**src/rtl/hd44780_byte_sequencer.sv**
```systemverilog
// HD44780 4-bit controller: power-on init sequence, then byte transfers
// split into two nybble-sender strobes followed by the LCD execution delay.
module hd44780_byte_sequencer #(
  parameter int T_POWERUP = 180000,
  parameter int T_INIT1   = 49200,
  parameter int T_INIT2   = 1200,
  parameter int T_CMD     = 480,
  parameter int T_LONG    = 19680
) (
  input  logic       CLK_I,
  input  logic       RST_I,
  input  logic       STB_I,
  input  logic       i_rs,
  input  logic [7:0] i_byte,
  output logic       o_busy,
  output logic       o_init_done,
  output logic       o_ns_stb,
  output logic       o_ns_rs,
  output logic [3:0] o_ns_nybble,
  input  logic       i_ns_busy
);

  function automatic int mx(input int a, input int b);
    return (a > b) ? a : b;
  endfunction

  localparam int TMAX = mx(mx(mx(T_POWERUP, T_INIT1), mx(T_INIT2, T_CMD)), T_LONG);
  localparam int CW   = $clog2(TMAX + 2);

  typedef enum logic [2:0] {PWRWAIT, INIT_SEND, NS_WAIT, DELAY, IDLE, SEND_LO} state_t;
  typedef enum logic [1:0] {PH_INIT, PH_HI, PH_LO} phase_t;

  state_t        state, state_n;
  phase_t        phase, phase_n;
  logic [CW-1:0] cnt, cnt_n;
  logic [1:0]    idx, idx_n;
  logic          rs_q, rs_n, long_q, long_n, first_q, first_n;
  logic [7:0]    byte_q, byte_n;
  logic          busy_n, done_n, stb_n, ns_rs_n;
  logic [3:0]    nyb_n;

  always_ff @(posedge CLK_I) begin
    if (RST_I) begin
      state       <= PWRWAIT;
      phase       <= PH_INIT;
      cnt         <= CW'(T_POWERUP);
      idx         <= 2'd0;
      rs_q        <= 1'b0;
      long_q      <= 1'b0;
      first_q     <= 1'b0;
      byte_q      <= 8'h00;
      o_busy      <= 1'b1;
      o_init_done <= 1'b0;
      o_ns_stb    <= 1'b0;
      o_ns_rs     <= 1'b0;
      o_ns_nybble <= 4'h0;
    end else begin
      state       <= state_n;
      phase       <= phase_n;
      cnt         <= cnt_n;
      idx         <= idx_n;
      rs_q        <= rs_n;
      long_q      <= long_n;
      first_q     <= first_n;
      byte_q      <= byte_n;
      o_busy      <= busy_n;
      o_init_done <= done_n;
      o_ns_stb    <= stb_n;
      o_ns_rs     <= ns_rs_n;
      o_ns_nybble <= nyb_n;
    end
  end

  // Outputs are registered: each strobe is set on the edge that makes the
  // decision, so o_ns_rs/o_ns_nybble only ever change together with o_ns_stb.
  always_comb begin
    state_n = state;
    phase_n = phase;
    cnt_n   = cnt;
    idx_n   = idx;
    rs_n    = rs_q;
    long_n  = long_q;
    byte_n  = byte_q;
    first_n = 1'b0;
    done_n  = o_init_done;
    stb_n   = 1'b0;
    ns_rs_n = o_ns_rs;
    nyb_n   = o_ns_nybble;
    case (state)
      PWRWAIT: begin
        if (cnt <= CW'(1)) begin
          state_n = INIT_SEND;
          phase_n = PH_INIT;
          stb_n   = 1'b1;
          ns_rs_n = 1'b0;
          nyb_n   = 4'h3;
        end else cnt_n = cnt - CW'(1);
      end
      INIT_SEND, SEND_LO: begin
        state_n = NS_WAIT;
        first_n = 1'b1;
      end
      NS_WAIT: begin
        // First cycle skipped: the sender has not yet seen the strobe.
        if (!first_q && !i_ns_busy) begin
          case (phase)
            PH_INIT: begin
              state_n = DELAY;
              cnt_n   = (idx == 2'd0) ? CW'(T_INIT1) :
                        (idx == 2'd1) ? CW'(T_INIT2) : CW'(T_CMD);
            end
            PH_HI: begin
              state_n = SEND_LO;
              phase_n = PH_LO;
              stb_n   = 1'b1;
              nyb_n   = byte_q[3:0];
            end
            default: begin
              state_n = DELAY;
              cnt_n   = long_q ? CW'(T_LONG) : CW'(T_CMD);
            end
          endcase
        end
      end
      DELAY: begin
        if (cnt <= CW'(1)) begin
          if (phase == PH_INIT && idx != 2'd3) begin
            state_n = INIT_SEND;
            idx_n   = idx + 2'd1;
            stb_n   = 1'b1;
            nyb_n   = (idx == 2'd2) ? 4'h2 : 4'h3;
          end else begin
            state_n = IDLE;
            done_n  = 1'b1;
          end
        end else cnt_n = cnt - CW'(1);
      end
      IDLE: begin
        if (STB_I) begin
          state_n = NS_WAIT;
          phase_n = PH_HI;
          first_n = 1'b1;
          rs_n    = i_rs;
          byte_n  = i_byte;
          long_n  = !i_rs && (i_byte[7:2] == 6'b0);
          stb_n   = 1'b1;
          ns_rs_n = i_rs;
          nyb_n   = i_byte[7:4];
        end
      end
      default: state_n = PWRWAIT;
    endcase
    busy_n = (state_n != IDLE);
  end

endmodule

```
**config.mk**
```make
export PLATFORM = sky130hd
export DESIGN_NAME = hd44780_byte_sequencer
export DESIGN_NICKNAME = d
export VERILOG_FILES = /design/src/rtl/hd44780_byte_sequencer.sv
export SDC_FILE = /design/constraint.sdc
export NUM_CORES = 1
export LEC_CHECK = 0
export CAP_MARGIN = 30
export CELL_PAD_IN_SITES_DETAIL_PLACEMENT = 1
export CELL_PAD_IN_SITES_GLOBAL_PLACEMENT = 2
export CORE_ASPECT_RATIO = 1.5
export CORE_MARGIN = 3
export CORE_UTILIZATION = 36
export CTS_BUF_LIST = sky130_fd_sc_hd__clkbuf_8 sky130_fd_sc_hd__clkbuf_16
export DETAILED_ROUTE_END_ITERATION = 6
export PLACE_DENSITY = 0.82
export SLEW_MARGIN = 40
export SYNTH_ARGS = -nofsm -noshare
export SYNTH_HDL_FRONTEND = slang
export SYNTH_SLANG_ARGS = --single-unit
```
**constraint.sdc**
```tcl
create_clock -name CLK_I -period 4.3 [get_ports CLK_I]
set_clock_uncertainty 0.05 [all_clocks]
set_input_delay 1.29 -clock CLK_I [delete_from_list [all_inputs] [get_ports CLK_I]]
set_output_delay 1.29 -clock CLK_I [all_outputs]
set_load 0.005 [all_outputs]
```
==> reports/metrics.csv, run 1 <==
metric,value,unit
cts_tree,yes,
rsz0062_at_grt,false,
crit_type,input pin to flip-flop,
setup_viol,0,
place_congestion,0.852,
cts.sinks,39,
fin_crit_sh,77.0,%
min-delay-path-class,flip-flop to flip-flop,
start_util,37.3,%
drc,0,
final_common_cell,dfxtp_1,
end_kind,flip-flop,
fillers,772,
io_pins,21,
place_area,0.00254,mm2
drive_gt1_share,6.86,%
cts-root-buf,clkbuf_8,
synth-seq-area-share,33.9,%
fp.coreArea,0.00617,mm2
multi_input_area,0.00138,mm2
ant_nets,0,
htreeDepth,2,
wl,7300,um
portBuffers,20,
crit_fanout,21,
die-height,104,um
avgViaCountPerCell,6.03,
syn_nets,313,
drtPass1Iterations,4,
hpwl,5380,um
fmax,0.302,GHz
crit_arrival,3.49,ns
slew_viol_final,0,
grt_pass1_vias,2365,
wl_per_cell,19.2,um
cts_hold_buf,0,
ir_drop,0.000108,V
regArea,781,um2
timing.final.hold_violations,0,
drtIter0Drc,142,
syn_avg_cell_area,7.83,um2
yosysWarnings,0,
cts.path.max_buffers,2,
rr_worst_depth,5,
fp.dieArea,0.00741,mm2
startpoint_type,input pin,
diodes,0,
syn_inst,294,
clkTransAtPathRegs,0.08,ns
maxCapViolations,0,
synth_edf_count,0,
synthToLayoutAreaGrowth,13.7,%
ctsResizeCount,0,
post_cts_buffers,0,
grt_antenna_before_repair,0,
worst_slack,0.990,ns
fin_util,42.4,%
leakagePower,0.939,nW
holdPathStages,2,
async_reset_ff_share,0,%
synthFlopType,dfxtp_1,
tightest_slew,0.761,ns
rows,35,
fin_setup_tns,0,ns
overflow,0,
place_worst_setup_slack,0.688,ns
finalPower,707,uW
grt_max_degree,29,
syn-cell-area,0.00230,mm2
clkLatencyLatePin,0.30,ns
p_per_area,270,mW/mm2
mostFrequentLayoutCells,"dfxtp_1 (39), nand2_1 (32), a21oi_1 (24)",
grt_pass1_wl,12000,um
vias,2290,
numCtsBuffers,5,
die_x,71.3,um
fin_area,0.00262,mm2
fin_crit,3.31,ns
nets,324,
grtUsageTotal,20.4,%
outcome,finished clean,
ys_types,57,
ys_seq_elements,39,
crit_required,4.48,ns
relSlewSlack,49.1,%
==> power by group <==
| part | switching (mW) | internal, mW |
|---|---|---|
| registers | 0.0135 | 0.371 |
| logic | 0.0410 | 0.0333 |
| clock network | 0.138 | 0.109 |
==> final cells by class <==
| cell class | count | share of cell area [%] |
|---|---|---|
| inverters | 12 | 1.72 |
| well taps | 74 | 3.54 |
| multi-input cells | 222 | 52.7 |
| flip-flops and latches | 39 | 29.8 |
| repair buffers | 25 | 9.08 |
| clock buffers | 5 | 2.63 |
| clock inverters | 3 | 0.478 |
==> critical path: stages <==
cell             delay (ns)
clkdlybuf4s50_1        0.44
nor2_1                 0.17
a21boi_0               0.13
or3_1                  0.61
or4b_2                 0.75
nand3_1                0.11
==> per-stage QoR <==
stage,hold slack [ns],cells
floorplan,0.378,294
global placement,0.382,372
detailed placement,0.398,372
CTS,0.409,380
global route,0.437,380
finish,0.408,380
==> cell usage after synthesis (2+ instances only) <==
master / instances / area [um2]
dfxtp_1: 39 / 781
nand2_1: 32 / 120
a21oi_1: 24 / 120
nor2_1: 22 / 82.6
clkbuf_1: 16 / 60.1
nand3_1: 15 / 75.1
inv_1: 12 / 45.0
nor3_1: 9 / 45.0
nor4_1: 9 / 56.3
nor2b_1: 8 / 50.1
o21ai_0: 8 / 40.0
or3_1: 8 / 50.1
a31oi_1: 6 / 37.5
ha_1: 6 / 75.1
o311ai_0: 5 / 43.8
o31ai_1: 5 / 37.5
or4_1: 5 / 37.5
a22oi_1: 3 / 22.5
and3_1: 3 / 18.8
mux2i_1: 3 / 30.0
nand2b_1: 3 / 18.8
nand4b_1: 3 / 26.3
o41ai_1: 3 / 26.3
a211o_1: 2 / 17.5
a211oi_1: 2 / 15.0
a311oi_1: 2 / 17.5
buf_2: 2 / 10.0
buf_6: 2 / 22.5
mux2_2: 2 / 22.5
nand4_1: 2 / 12.5
nor3b_1: 2 / 15.0
o211ai_1: 2 / 15.0
o21a_1: 2 / 15.0
or2_2: 2 / 12.5
or4_4: 2 / 22.5
or4b_2: 2 / 20.0
==> sequential cells by signal, summed over array words and instances (netlist names) <==
name	flops
o_ns_rs	1
o_busy	1
idx	2
first_q	1
phase	2
o_init_done	1
byte_q	4
state	3
o_ns_nybble	4
long_q	1
cnt	18
o_ns_stb	1
==> per-layer routing <==
| layer | track usage, % | up-vias | part of all wire [%] |
|---|---|---|---|
| met5 | 0 | - | 0 |
| li1 | - | 1113 | - |
| met1 | 21.7 | 1126 | 40 |
| met2 | 38.8 | 36 | 56 |
| met3 | 3.09 | 15 | 2.2 |
| met4 | 7.53 | 0 | 2.3 |
==> final timing paths <==
| kind | slack (ns) | start | to |
|---|---|---|---|
| worst max-delay path | 0.99 | i_ns_busy | cnt[12]$_SDFFE_PP1P_ |
| worst min-delay path | 0.41 | byte_q[1]$_SDFFE_PP0P_ | byte_q[1]$_SDFFE_PP0P_ |
| worst max register to register | 1.38 | cnt[6]$_SDFFE_PP0P_ | o_busy$_SDFF_PP1_ |
| worst min register to register | 0.41 | byte_q[1]$_SDFFE_PP0P_ | byte_q[1]$_SDFFE_PP0P_ |
==> cell families after synthesis <==
group           count (synthesis)  share of synthesized area, %
mux                             5                          2.28
buf+inv                        33                          6.14
xor+xnor                        2                         0.761
compound gates                 75                          22.0
flops                          39                          33.9
simple gates                  134                          31.6
fa+ha+maj                       6                          3.26
No activity file was read; power rests on OpenSTA's default activity.
==> run 2: changes to the inputs <==
- CORE_UTILIZATION: 36 -> 30
- PLACE_DENSITY: 0.82 -> 0.73
- clock period: 4.3 -> 2.95 ns (I/O delays scaled with it)
==> run 2 against run 1 <==
Cell count is 11% higher. Sequential share of layout area is 2.0 points lower. Total power is 51% higher. Sequential power is 45% higher. Combinational power is 67% higher. Non-clock buffer count is 18 higher. Register-to-register slack worse by 1.1 ns. Critical path depth is 1 lower. Sequential cell count stayed put.
==> reports/metrics.csv, run 2 (synthesized netlist as in run 1, its figures left out) <==
metric,value,unit
outcome,finished clean,
critical-path-slowest-cell,or4_4,
diodes,0,
cts_tree,yes,
p_per_area,380,mW/mm2
drtIter0Drc,134,
wl_per_cell,18.0,um
ir_drop,0.000175,V
tightest_slew,0.743,ns
holdPathStages,2,
grt_max_degree,18,
drive_gt1_share,12.4,%
leakagePower,1.03,nW
grt_pass1_wl,12500,um
cp.depth,5,
slew_viol_final,0,
rsz0062_at_grt,false,
grtUsageTotal,18.1,%
clkLatencyLatePin,0.30,ns
fin_setup_tns,0,ns
fmax,0.370,GHz
numCtsBuffers,5,
fillers,906,
maxCapViolations,0,
wl,7610,um
cts_hold_buf,0,
fp.dieArea,0.00878,mm2
relSlewSlack,50.3,%
hpwl,5860,um
drc,0,
cp_top_family,simple AND/OR/NAND/NOR gates,
cts.sinks,39,
htreeDepth,2,
fp.coreArea,0.00737,mm2
fin_crit,2.70,ns
synthToLayoutAreaGrowth,21.8,%
ctsResizeCount,0,
avgViaCountPerCell,5.65,
slowest_delay,0.57,ns
grt_antenna_before_repair,0,
largest_reg_flops,18,
cts-root-buf,clkbuf_8,
place_congestion,0.810,
worstPathCellList,or4_4 -> or4_4 -> or4_1 -> and4_1 -> or3_1,
path_buf_inv,0,
clkTransAtPathRegs,0.09,ns
drtPass1Iterations,4,
final_common_cell,dfxtp_1,
crit_fanout,8,
nets,342,
largest_register,cnt,
cp_common_cell,or4_4,
overflow,0,
vias,2392,
cts.path.max_buffers,2,
top_regs,"cnt (18), byte_q (4), o_ns_nybble (4)",
mostFrequentLayoutCells,"dfxtp_1 (39), nand2_1 (32), a21oi_1 (24)",
crit_arrival,2.83,ns
post_cts_buffers,0,
portBuffers,20,
end_kind,flip-flop,
crit_required,3.08,ns
ant_nets,0,
die_x,77.5,um
fin_area,0.00280,mm2
rows,38,
rr_worst_depth,5,
start_util,31.2,%
io_pins,21,
min-delay-path-class,flip-flop to flip-flop,
startpoint_type,flip-flop,
crit_type,flip-flop to flip-flop,
place_area,0.00272,mm2
fin_crit_sh,91.7,%
grt_pass1_vias,2570,
setup_viol,0,
die-height,113,um
timing.final.hold_violations,0,
run 2: layout make-up:
class	count	area, um2	area share, %
Clock buffer	6	82.6	2.95
Clock inverter	1	5.00	0.178
Inverter	12	45.0	1.61
Multi-Input combinational cell	222	1380	49.2
Sequential cell	39	781	27.8
Tap cell	100	125	4.46
Timing Repair Buffer	43	385	13.7
run 2: layer usage:
metal | wire, um | vias up | part of all wire (%) | global-route usage [%]
li1 | - | 1144 | - | -
met1 | 2920 | 1169 | 38 | 17.6
met2 | 4110 | 55 | 54 | 34.7
met3 | 253 | 24 | 3.3 | 3.58
met4 | 327 | 0 | 4.3 | 10.1
met5 | 0 | - | 0 | 0
run 2: per-stage QoR:
step	util (%)	power (mW)	worst slack [ns]	instances	hold WS [ns]
detailed placement	36.9	0.693	0.00502	416	0.393
CTS	38.0	1.08	0.229	423	0.406
floorplan	-	0.636	0.264	294	0.378
global placement	36.9	0.692	0.0457	416	0.387
global route	38.0	1.12	0.164	423	0.436
finish	38.0	1.07	0.245	423	0.397
run 2: power by group:
group	leakage (nW)	internal [mW]	switching, mW
clock	0.0470	0.184	0.201
combinational	0.670	0.0575	0.0666
sequential	0.316	0.542	0.0153
run 2: worst paths after layout:
path	from	endpoint	slack (ns)
hold / removal	o_init_done$_SDFFE_PP0P_	o_init_done$_SDFFE_PP0P_	0.40
setup / recovery	cnt[6]$_SDFFE_PP0P_	cnt[9]$_SDFFE_PP1P_	0.25
setup reg to reg	cnt[6]$_SDFFE_PP0P_	cnt[9]$_SDFFE_PP1P_	0.25
hold reg to reg	o_init_done$_SDFFE_PP0P_	o_init_done$_SDFFE_PP0P_	0.40
run 2: tightest hold or removal path, stage by stage (launching register included):
cell and delay [ns]:
dfxtp_1 0.31, inv_1 0.04, a21oi_1 0.05
